--- src/rtl/div_pkg.sv ---
// Shared definitions for the div block: FSM state encodings and the
// constants reported for a divide-by-zero result.
package div_pkg;

    typedef logic [1:0] state_t;

    localparam state_t S_IDLE = 2'd0;
    localparam state_t S_CALC = 2'd1;
    localparam state_t S_DONE = 2'd2;

    // Divide-by-zero result: quotient filled with this bit, remainder with the other.
    localparam logic DZ_Q_BIT = 1'b1;
    localparam logic DZ_R_BIT = 1'b0;
    localparam logic DZ_FLAG  = 1'b1;

endpackage

--- src/rtl/div_step.sv ---
// One restoring-division iteration: shift in the next dividend bit,
// trial-subtract the divisor and keep the difference if it did not borrow.
module div_step #(
    parameter int D_WIDTH = 16
) (
    input  logic [D_WIDTH-1:0] rem_i,
    input  logic [D_WIDTH-1:0] div_i,
    input  logic               bit_i,
    output logic [D_WIDTH-1:0] rem_o,
    output logic               q_bit_o
);

    logic [D_WIDTH:0] w_shift;
    logic [D_WIDTH:0] w_diff;

    // Partial remainder is always below the divisor, so one extra bit
    // is enough for the borrow to act as the compare result.
    assign w_shift = {rem_i, bit_i};
    assign w_diff  = w_shift - {1'b0, div_i};
    assign q_bit_o = ~w_diff[D_WIDTH];
    assign rem_o   = q_bit_o ? w_diff[D_WIDTH-1:0] : w_shift[D_WIDTH-1:0];

endmodule

--- src/rtl/div.sv ---
// Iterative restoring divider, one quotient bit per enabled cycle.
// Define DIV_SIGNED_EN for two's-complement operands (truncate toward zero).
module div
    import div_pkg::*;
#(
    parameter int N_WIDTH = 16,
    parameter int D_WIDTH = 16
) (
    input  logic               clk_i,
    input  logic               rst_n_i,
    input  logic               en_i,
    input  logic               start_i,
    output logic               ready_o,
    input  logic [N_WIDTH-1:0] n_i,
    input  logic [D_WIDTH-1:0] d_i,
    output logic [N_WIDTH-1:0] q_o,
    output logic [D_WIDTH-1:0] r_o,
    output logic               valid_o,
    output logic               dz_o
);

    localparam int CW = $clog2(N_WIDTH + 1);

    state_t             r_state;
    logic [CW-1:0]      r_cnt;
    logic [N_WIDTH-1:0] r_quo;
    logic [D_WIDTH-1:0] r_rem;
    logic [D_WIDTH-1:0] r_div;
    logic               r_dz;
    logic               r_neg_q;
    logic               r_neg_r;
    logic [N_WIDTH-1:0] r_q;
    logic [D_WIDTH-1:0] r_r;
    logic               r_dz_o;
    logic               r_valid;

    logic [N_WIDTH-1:0] w_n_mag;
    logic [D_WIDTH-1:0] w_d_mag;
    logic               w_neg_q;
    logic               w_neg_r;
    logic [N_WIDTH-1:0] w_q_fin;
    logic [D_WIDTH-1:0] w_r_fin;
    logic [D_WIDTH-1:0] w_rem_next;
    logic               w_q_bit;

`ifdef DIV_SIGNED_EN
    // Magnitudes are taken on acceptance and signs restored in DONE, so the
    // core loop stays unsigned and the latency is unchanged.
    assign w_n_mag = n_i[N_WIDTH-1] ? -n_i : n_i;
    assign w_d_mag = d_i[D_WIDTH-1] ? -d_i : d_i;
    assign w_neg_q = n_i[N_WIDTH-1] ^ d_i[D_WIDTH-1];
    assign w_neg_r = n_i[N_WIDTH-1];
`else
    assign w_n_mag = n_i;
    assign w_d_mag = d_i;
    assign w_neg_q = 1'b0;
    assign w_neg_r = 1'b0;
`endif

    assign w_q_fin = r_neg_q ? -r_quo : r_quo;
    assign w_r_fin = r_neg_r ? -r_rem : r_rem;

    div_step #(.D_WIDTH(D_WIDTH)) u_step (
        .rem_i   (r_rem),
        .div_i   (r_div),
        .bit_i   (r_quo[N_WIDTH-1]),
        .rem_o   (w_rem_next),
        .q_bit_o (w_q_bit)
    );

    assign ready_o = (r_state == S_IDLE);
    assign q_o     = r_q;
    assign r_o     = r_r;
    assign dz_o    = r_dz_o;
    assign valid_o = r_valid;

    always_ff @(posedge clk_i) begin
        if (!rst_n_i) begin
            r_state <= S_IDLE;
            r_cnt   <= '0;
            r_quo   <= '0;
            r_rem   <= '0;
            r_div   <= '0;
            r_dz    <= 1'b0;
            r_neg_q <= 1'b0;
            r_neg_r <= 1'b0;
            r_q     <= '0;
            r_r     <= '0;
            r_dz_o  <= 1'b0;
            r_valid <= 1'b0;
        end else if (en_i) begin
            r_valid <= 1'b0;
            case (r_state)
                S_IDLE: begin
                    if (start_i) begin
                        r_state <= S_CALC;
                        r_cnt   <= CW'(N_WIDTH);
                        r_quo   <= w_n_mag;
                        r_rem   <= '0;
                        r_div   <= w_d_mag;
                        r_dz    <= (d_i == '0);
                        r_neg_q <= w_neg_q;
                        r_neg_r <= w_neg_r;
                    end
                end
                S_CALC: begin
                    // Quotient bits shift in from the right as dividend bits leave on the left.
                    r_quo <= {r_quo[N_WIDTH-2:0], w_q_bit};
                    r_rem <= w_rem_next;
                    r_cnt <= r_cnt - CW'(1);
                    if (r_cnt == CW'(1)) begin
                        r_state <= S_DONE;
                    end
                end
                S_DONE: begin
                    r_state <= S_IDLE;
                    r_valid <= 1'b1;
                    if (r_dz) begin
                        r_q    <= {N_WIDTH{DZ_Q_BIT}};
                        r_r    <= {D_WIDTH{DZ_R_BIT}};
                        r_dz_o <= DZ_FLAG;
                    end else begin
                        r_q    <= w_q_fin;
                        r_r    <= w_r_fin;
                        r_dz_o <= ~DZ_FLAG;
                    end
                end
                default: r_state <= S_IDLE;
            endcase
        end
    end

endmodule

--- config.mk ---
export PLATFORM = sky130hd
export DESIGN_NAME = div
export DESIGN_NICKNAME = d
export VERILOG_FILES = /design/src/rtl/div_pkg.sv /design/src/rtl/div_step.sv /design/src/rtl/div.sv
export SDC_FILE = /design/constraint.sdc
export NUM_CORES = 1
export LEC_CHECK = 0
export CAP_MARGIN = 20
export CORE_ASPECT_RATIO = 0.9
export CORE_MARGIN = 2
export CORE_UTILIZATION = 49
export DETAILED_ROUTE_END_ITERATION = 6
export HOLD_SLACK_MARGIN = 0.1
export PLACE_DENSITY = 0.78
export SETUP_SLACK_MARGIN = 0.1
export SLEW_MARGIN = 20
export SYNTH_ARGS = -nofsm -noshare
export SYNTH_HDL_FRONTEND = slang
export SYNTH_HIERARCHICAL = 1
export SYNTH_SLANG_ARGS = --single-unit
--- constraint.sdc ---
create_clock -name clk_i -period 2.8 [get_ports clk_i]
set_input_delay 0.42 -clock clk_i [delete_from_list [all_inputs] [get_ports clk_i]]
set_output_delay 0.42 -clock clk_i [all_outputs]
set_load 0.02 [all_outputs]
## Word-level counts from Yosys, hierarchy flattened

Cells that the tools add are included.

| operators by class | value |
|---|---|
| $add $sub $neg | 2 |
| multipliers | 0 |
| div/mod/pow operators | 0 |
| magnitude comparators | 0 |
| eq/ne operators | 5 |
| shift operators | 0 |
| mux-type cells | 14 |
| bitwise logic cells | 1 |
| reduce and logical (&&, ||, !) cells | 7 |

Operators by type and width:

| operator | number |
|---|---|
| $mux W16 | 5 |
| $pmux W16 S2 | 2 |
| $sub A17 B16 Y17 | 1 |
| $logic_not A16 Y1 | 1 |
| $pmux W5 S2 | 1 |
| $reduce_and A3 Y1 | 3 |
| $eq A5 B1 Y1 const B | 1 |
| $mux W5 | 1 |
| $sub A5 B1 Y5 const B | 1 |
| $mux W2 | 2 |
| $ne A2 B2 Y1 const B | 2 |
| $pmux W2 S2 | 1 |
| $eq A2 B1 Y1 const B | 1 |
| $eq A2 B2 Y1 const B | 1 |
| $logic_not A2 Y1 | 1 |
| $mux W1 | 2 |
| $reduce_and A2 Y1 | 1 |
| $reduce_bool A2 Y1 | 1 |
| $not A1 Y1 | 1 |

| storage, ports and cells | value |
|---|---|
| flip-flop bits (word level) | 90 |
| bits in latches | 0 |
| RAM bits | 0 |
| memory bits (read-only) | 0 |
| bits of input ports | 36 |
| output and inout port bits | 35 |
| memories | 0 |

## Longest topological paths before layout

| logic depth | value |
|---|---|
| depth after elaboration | 3 |
| mapped depth | 13 |

## Hierarchy

The synthesis kept the hierarchy.

By module, submodules not included:

| module | instances | cells each | area each (µm²) | seq. area each (µm²) |
|---|---|---|---|---|
| div | 1 | 447 | 3726.1 | 1801.7 |
| div_step | 1 | 128 | 1009.7 | 0.0 |

## Worst setup path before layout

Ideal clock, no wire load.

| path | value |
|---|---|
| path kind | register to register |
| start | register r_div[2] |
| end | register r_rem[12] |
| arrival | 2.828 ns |
| required time | 2.668 ns |
| setup slack | -0.160 ns |
| stages on the path, launching flop included | 13 |
| buffers on the path | 1 |
| cell sequence | dfxtp_1 -> inv_1 -> ha_1 -> nor2b_1 -> o31a_1 -> o41a_1 -> and4_4 -> a311oi_2 -> xnor2_2 -> buf_6 -> mux2_4 -> nand4_1 -> a21oi_1 |

| between the ends | value |
|---|---|
| longest elaborated chain between the ends | 3 |

RTL lines:

| item | line | RTL |
|---|---|---|
| from (decl) | div.sv:28 | `logic [D_WIDTH-1:0] r_div;` |
| from (signal assigned) | div.sv:100 | `r_div <= w_d_mag;` |
| $sub A17 B16 Y17 | div_step.sv:19 | `assign w_diff = w_shift - {1'b0, div_i};` |
| $mux W16 | div_step.sv:21 | `assign rem_o = q_bit_o ? w_diff[D_WIDTH-1:0] : w_shift[D_WIDTH-1:0];` |
| named net w_rem_next[12] | div.sv:43 | `logic [D_WIDTH-1:0] w_rem_next;` |
| $pmux W16 S2 | div.sv:93 | `case (r_state)` |
| to (signal assigned) | div.sv:109 | `r_rem <= w_rem_next;` |
| to (decl) | div.sv:27 | `logic [D_WIDTH-1:0] r_rem;` |

The timed path passes the listed nets, and every way through them passes these cells.
A chain may end at the register's enable or synchronous reset.

## Worst setup path after layout

| path | value |
|---|---|
| start | register r_quo[15] |
| end | register r_rem[12] |

| between the ends | value |
|---|---|
| longest elaborated chain between the ends | 3 |

RTL lines:

| item | line | RTL |
|---|---|---|
| from (decl) | div.sv:26 | `logic [N_WIDTH-1:0] r_quo;` |
| from (signal assigned) | div.sv:98 | `r_quo <= w_n_mag;` |
| from (signal assigned) | div.sv:108 | `r_quo <= {r_quo[N_WIDTH-2:0], w_q_bit};` |
| $sub A17 B16 Y17 | div_step.sv:19 |  |
| $mux W16 | div_step.sv:21 |  |
| named net w_rem_next[12] | div.sv:43 |  |
| $pmux W16 S2 | div.sv:93 |  |

The timed path passes the listed nets, and every way through them passes these cells.

==> metrics.md <==
| Metric | Value |
|---|---|
| Status | complete, but fails checks |
| Failing checks | negative setup slack |
| Synth unique cells | 57 |
| Tmin final | 2.98 ns |
| Comb pwr share | 0.245 |
| CP required | 3.04 ns |
| Placement Setup Slack | -0.171 ns |
| Startpoint types | register |
| CP max stage delay | 0.36 ns |
| Vias after detailed routing | 4431 |
| Peak Freq | 336 MHz |
| DIE WIDTH | 108 um |
| Crit path kind | register to register |
| CP max-delay cell | a311oi_4 |
| Total gr overflow | 0 |
| Core area | 9530 um2 |
| R2R setup slack | -0.18 ns |
| Post-CTS Hold Buffers | 0 |
| CTS H-tree depth | 3 |
| RSZ-0062 raised after global routing | yes |
| Post-Layout Cell Count | 775 |
| Syn_nets | 630 |
| Post-synth EDFFs | 0 |
| Initial drt markers | 242 |
| Reg2reg start | r_quo[15]$_SDFFE_PN0P_ |
| Mapped Avg Cell Area | 8.24 um2 |
| Final Wtd Congestion | 0.880 |
| Crit path launch | r_quo[15]$_SDFFE_PN0P_ |
| Clk_skew | 0.0160 ns |
| Sw frac | 0.300 |
| # rows | 34 |
| Layout cells sized above 1 | 0.136 |
| Clock sink count | 90 |
| Vias per Instance | 5.72 |
| Placed cell count | 752 |
| Final hold vios | 0 |
| Initial antenna violation count | 0 |
| Grt met2 use | 0.387 |
| Period utilization | 1.06 |
| Hold WC Path Type | register to register |
| Number of global-route vias before repair | 4285 |
| Die area | 10500 um2 |
| Leakage | 2.18 nW |
| Critical Path AT | 3.22 ns |
| Gate Count Post-Synth | 575 |
| Synthesized area | 4740 um2 |
| Area Overhead vs Synth | 25.4% |
| Top Usage Layer GRT | met2 |
| DR WL/cell | 15.3 um |
| Final net count | 699 |
| Worst hold path startpoint | r_o[6]$_SDFFE_PN0P_ |
| Final Setup Violations | 17 |
| Leading cell types in the layout, fill and taps excluded | 87 x nand2_1, 87 x dfxtp_1, 78 x a21oi_1 |
| CP max FO | 5 |
| GR Util met3 | 0.0349 |
| CTS tree | built |
| Synth area leader | dfxtp_1 |
| Longest Clk Path Bufs | 2 |
| Worst vdd ir | 0.273 mV |
| Detailed-route wire length | 11.9 mm |
| Main synth FF type | dfxtp_1 |
| Drt pass-1 iters | 5 |
| Post-synthesis async set-or-reset flop share | 0 |
| Post-DP HPWL | 8.10 mm |
| Global routing usage on met1 | 0.318 |
| Root Buffer Master | clkbuf_8 |
| Synth area leaders | dfxtp_1 38%, a21oi_1 8.6%, nand2_1 7.0% |
| Num CTS Buffers | 9 |
| Yosys reg bits | 90 |
| Worst-path cell chain | inv_2 -> ha_4 -> fa_2 -> nor2b_2 -> o31a_1 -> o41a_1 -> and4_4 -> a311oi_4 -> xnor2_4 -> buf_6 -> mux2_4 -> nand4_1 -> a21oi_1 |
| CP endpoint kind | register |
| Worst-Margin Slew | 0.625 ns |
| Antenna diode count | 0 |
| Total power | 2.96 mW |
| DRC Markers | 0 |
| Switch Pwr | 0.890 mW |
| Setup WS post-layout | -0.178 ns |
| Tot GR Track Use | 0.235 |
| Seq/Total Area, Yosys | 0.380 |
| Top-area cell type share of the netlist area | 0.380 |
| Port Buffers | 70 |
| CP Buf/Inv Count | 2 |
| Clock share of power | 0.299 |
| Clock-pin slew on the worst setup and hold paths | 0.10 ns |
| Sequential power share | 0.456 |
| Synth warn | 6 |
| First-pass GRT wire length | 20.2 mm |
| Insertion delay to the later sink of the worst-skew pair | 0.37 ns |
| Pin count of the biggest net entering global routing | 40 |
| Antenna Violating Nets Remaining | 0 |
| Initial Utilization | 0.497 |
| Final Max Slew Viols | 0 |
| P_int | 2.07 mW |
| Power per cell area | 499 nW/um2 |
| Max transition margin | 0.584 |
| Die height | 97.3 um |
| Io pins | 71 |
| Crit-path leading delay family | compound AO/OA/AOI/OAI gates |
| Max cap viols | 0 |
-- synth_stat cells (3+ instances only) --
library cell	number
a211oi_1	4
a21o_1	4
a21oi_1	81
a311oi_1	16
buf_2	15
buf_4	5
buf_6	4
clkbuf_1	15
clkbuf_8	4
dfxtp_1	90
ha_1	18
inv_1	22
mux2_2	7
mux2_4	7
nand2_1	88
nand2b_1	6
nand3_1	7
nand3b_1	17
nand4_1	18
nor2_1	26
nor2b_1	4
nor3_1	32
nor4_1	3
o21ai_0	27
o31ai_1	4
or4_1	5
xnor2_1	7
xor2_1	5
-- area by class of cell --
class | count | area [um2]
repair buffers | 104 | 1010
clock inverters | 6 | 58.8
clock buffers | 10 | 138
fillers | 838 | 3590
multi-input cells | 416 | 2680
well taps | 126 | 158
flip-flops and latches | 90 | 1810
inverters | 23 | 86.3
-- tightest hold or removal path: stages, from the launching register on --
cell and delay (ns):
dfxtp_1 0.32, nand2_1 0.05, a21oi_1 0.05
-- path summary, 6_finish.rpt --
| path | end | depth (start not counted) |
|---|---|---|
| min | r_o[6]$_SDFFE_PN0P_ | 2 |
| min reg2reg | r_o[6]$_SDFFE_PN0P_ | 2 |
| max | r_rem[12]$_SDFFE_PN0P_ | 13 |
| max reg2reg | r_rem[12]$_SDFFE_PN0P_ | 13 |
-- layer usage --
layer,vias up,part of all wire
met5,-,0
met4,0,0.016
met3,19,0.051
met2,134,0.49
met1,2106,0.45
li1,2172,-
-- registers in the layout (all words and copies together), names as in the netlist --
signal and count:
dz_o 1, q_o 16, r_cnt 5, r_div 16, r_dz 1, r_o 16
r_quo 16, r_rem 16, r_state 2, valid_o 1
-- repair_timing --
item                                    4_1_cts  5_1_grt
endpoints found under the setup margin       17       17
gates cloned                                  0        1
pin swaps                                     7        9
setup buffers                                 3        3
resized for setup                            11        5
-- through the flow --
stage	area, um2	TNS, ns	utilization	hold slack [ns]
after floorplan	4770	-0.441	-	0.436
after global placement	5590	-0.603	0.587	0.441
after detailed placement	5590	-2.02	0.587	0.445
after CTS	5860	-1.91	0.615	0.456
after global routing	5940	-4.02	0.623	0.469
final	5940	-2.43	0.623	0.451
-- power groups by stage --
| stage | registers [mW] | clock network, mW | logic (mW) |
|---|---|---|---|
| 4_1_cts | 1.35 | 0.895 | 0.663 |
| 2_1_floorplan | 1.37 | 0 | 0.448 |
| 6_report | 1.35 | 0.886 | 0.726 |
| 3_3_place_gp | 1.38 | 0 | 0.599 |
| 5_1_grt | 1.36 | 0.946 | 0.774 |
| 3_5_place_dp | 1.38 | 0 | 0.614 |
-- kinds of logic (layout without fill, tap and decap cells) --
| kind of cell | Yosys count | in the layout | share of synthesized area |
|---|---|---|---|
| flops | 90 | 90 | 0.380 |
| simple gates | 218 | 218 | 0.232 |
| mux | 16 | 16 | 0.0431 |
| compound gates | 150 | 150 | 0.189 |
| xor+xnor | 13 | 13 | 0.0256 |
| buf+inv | 69 | 143 | 0.0777 |
| fa+ha+maj | 19 | 19 | 0.0518 |
Power figures use the tool's default switching activity.
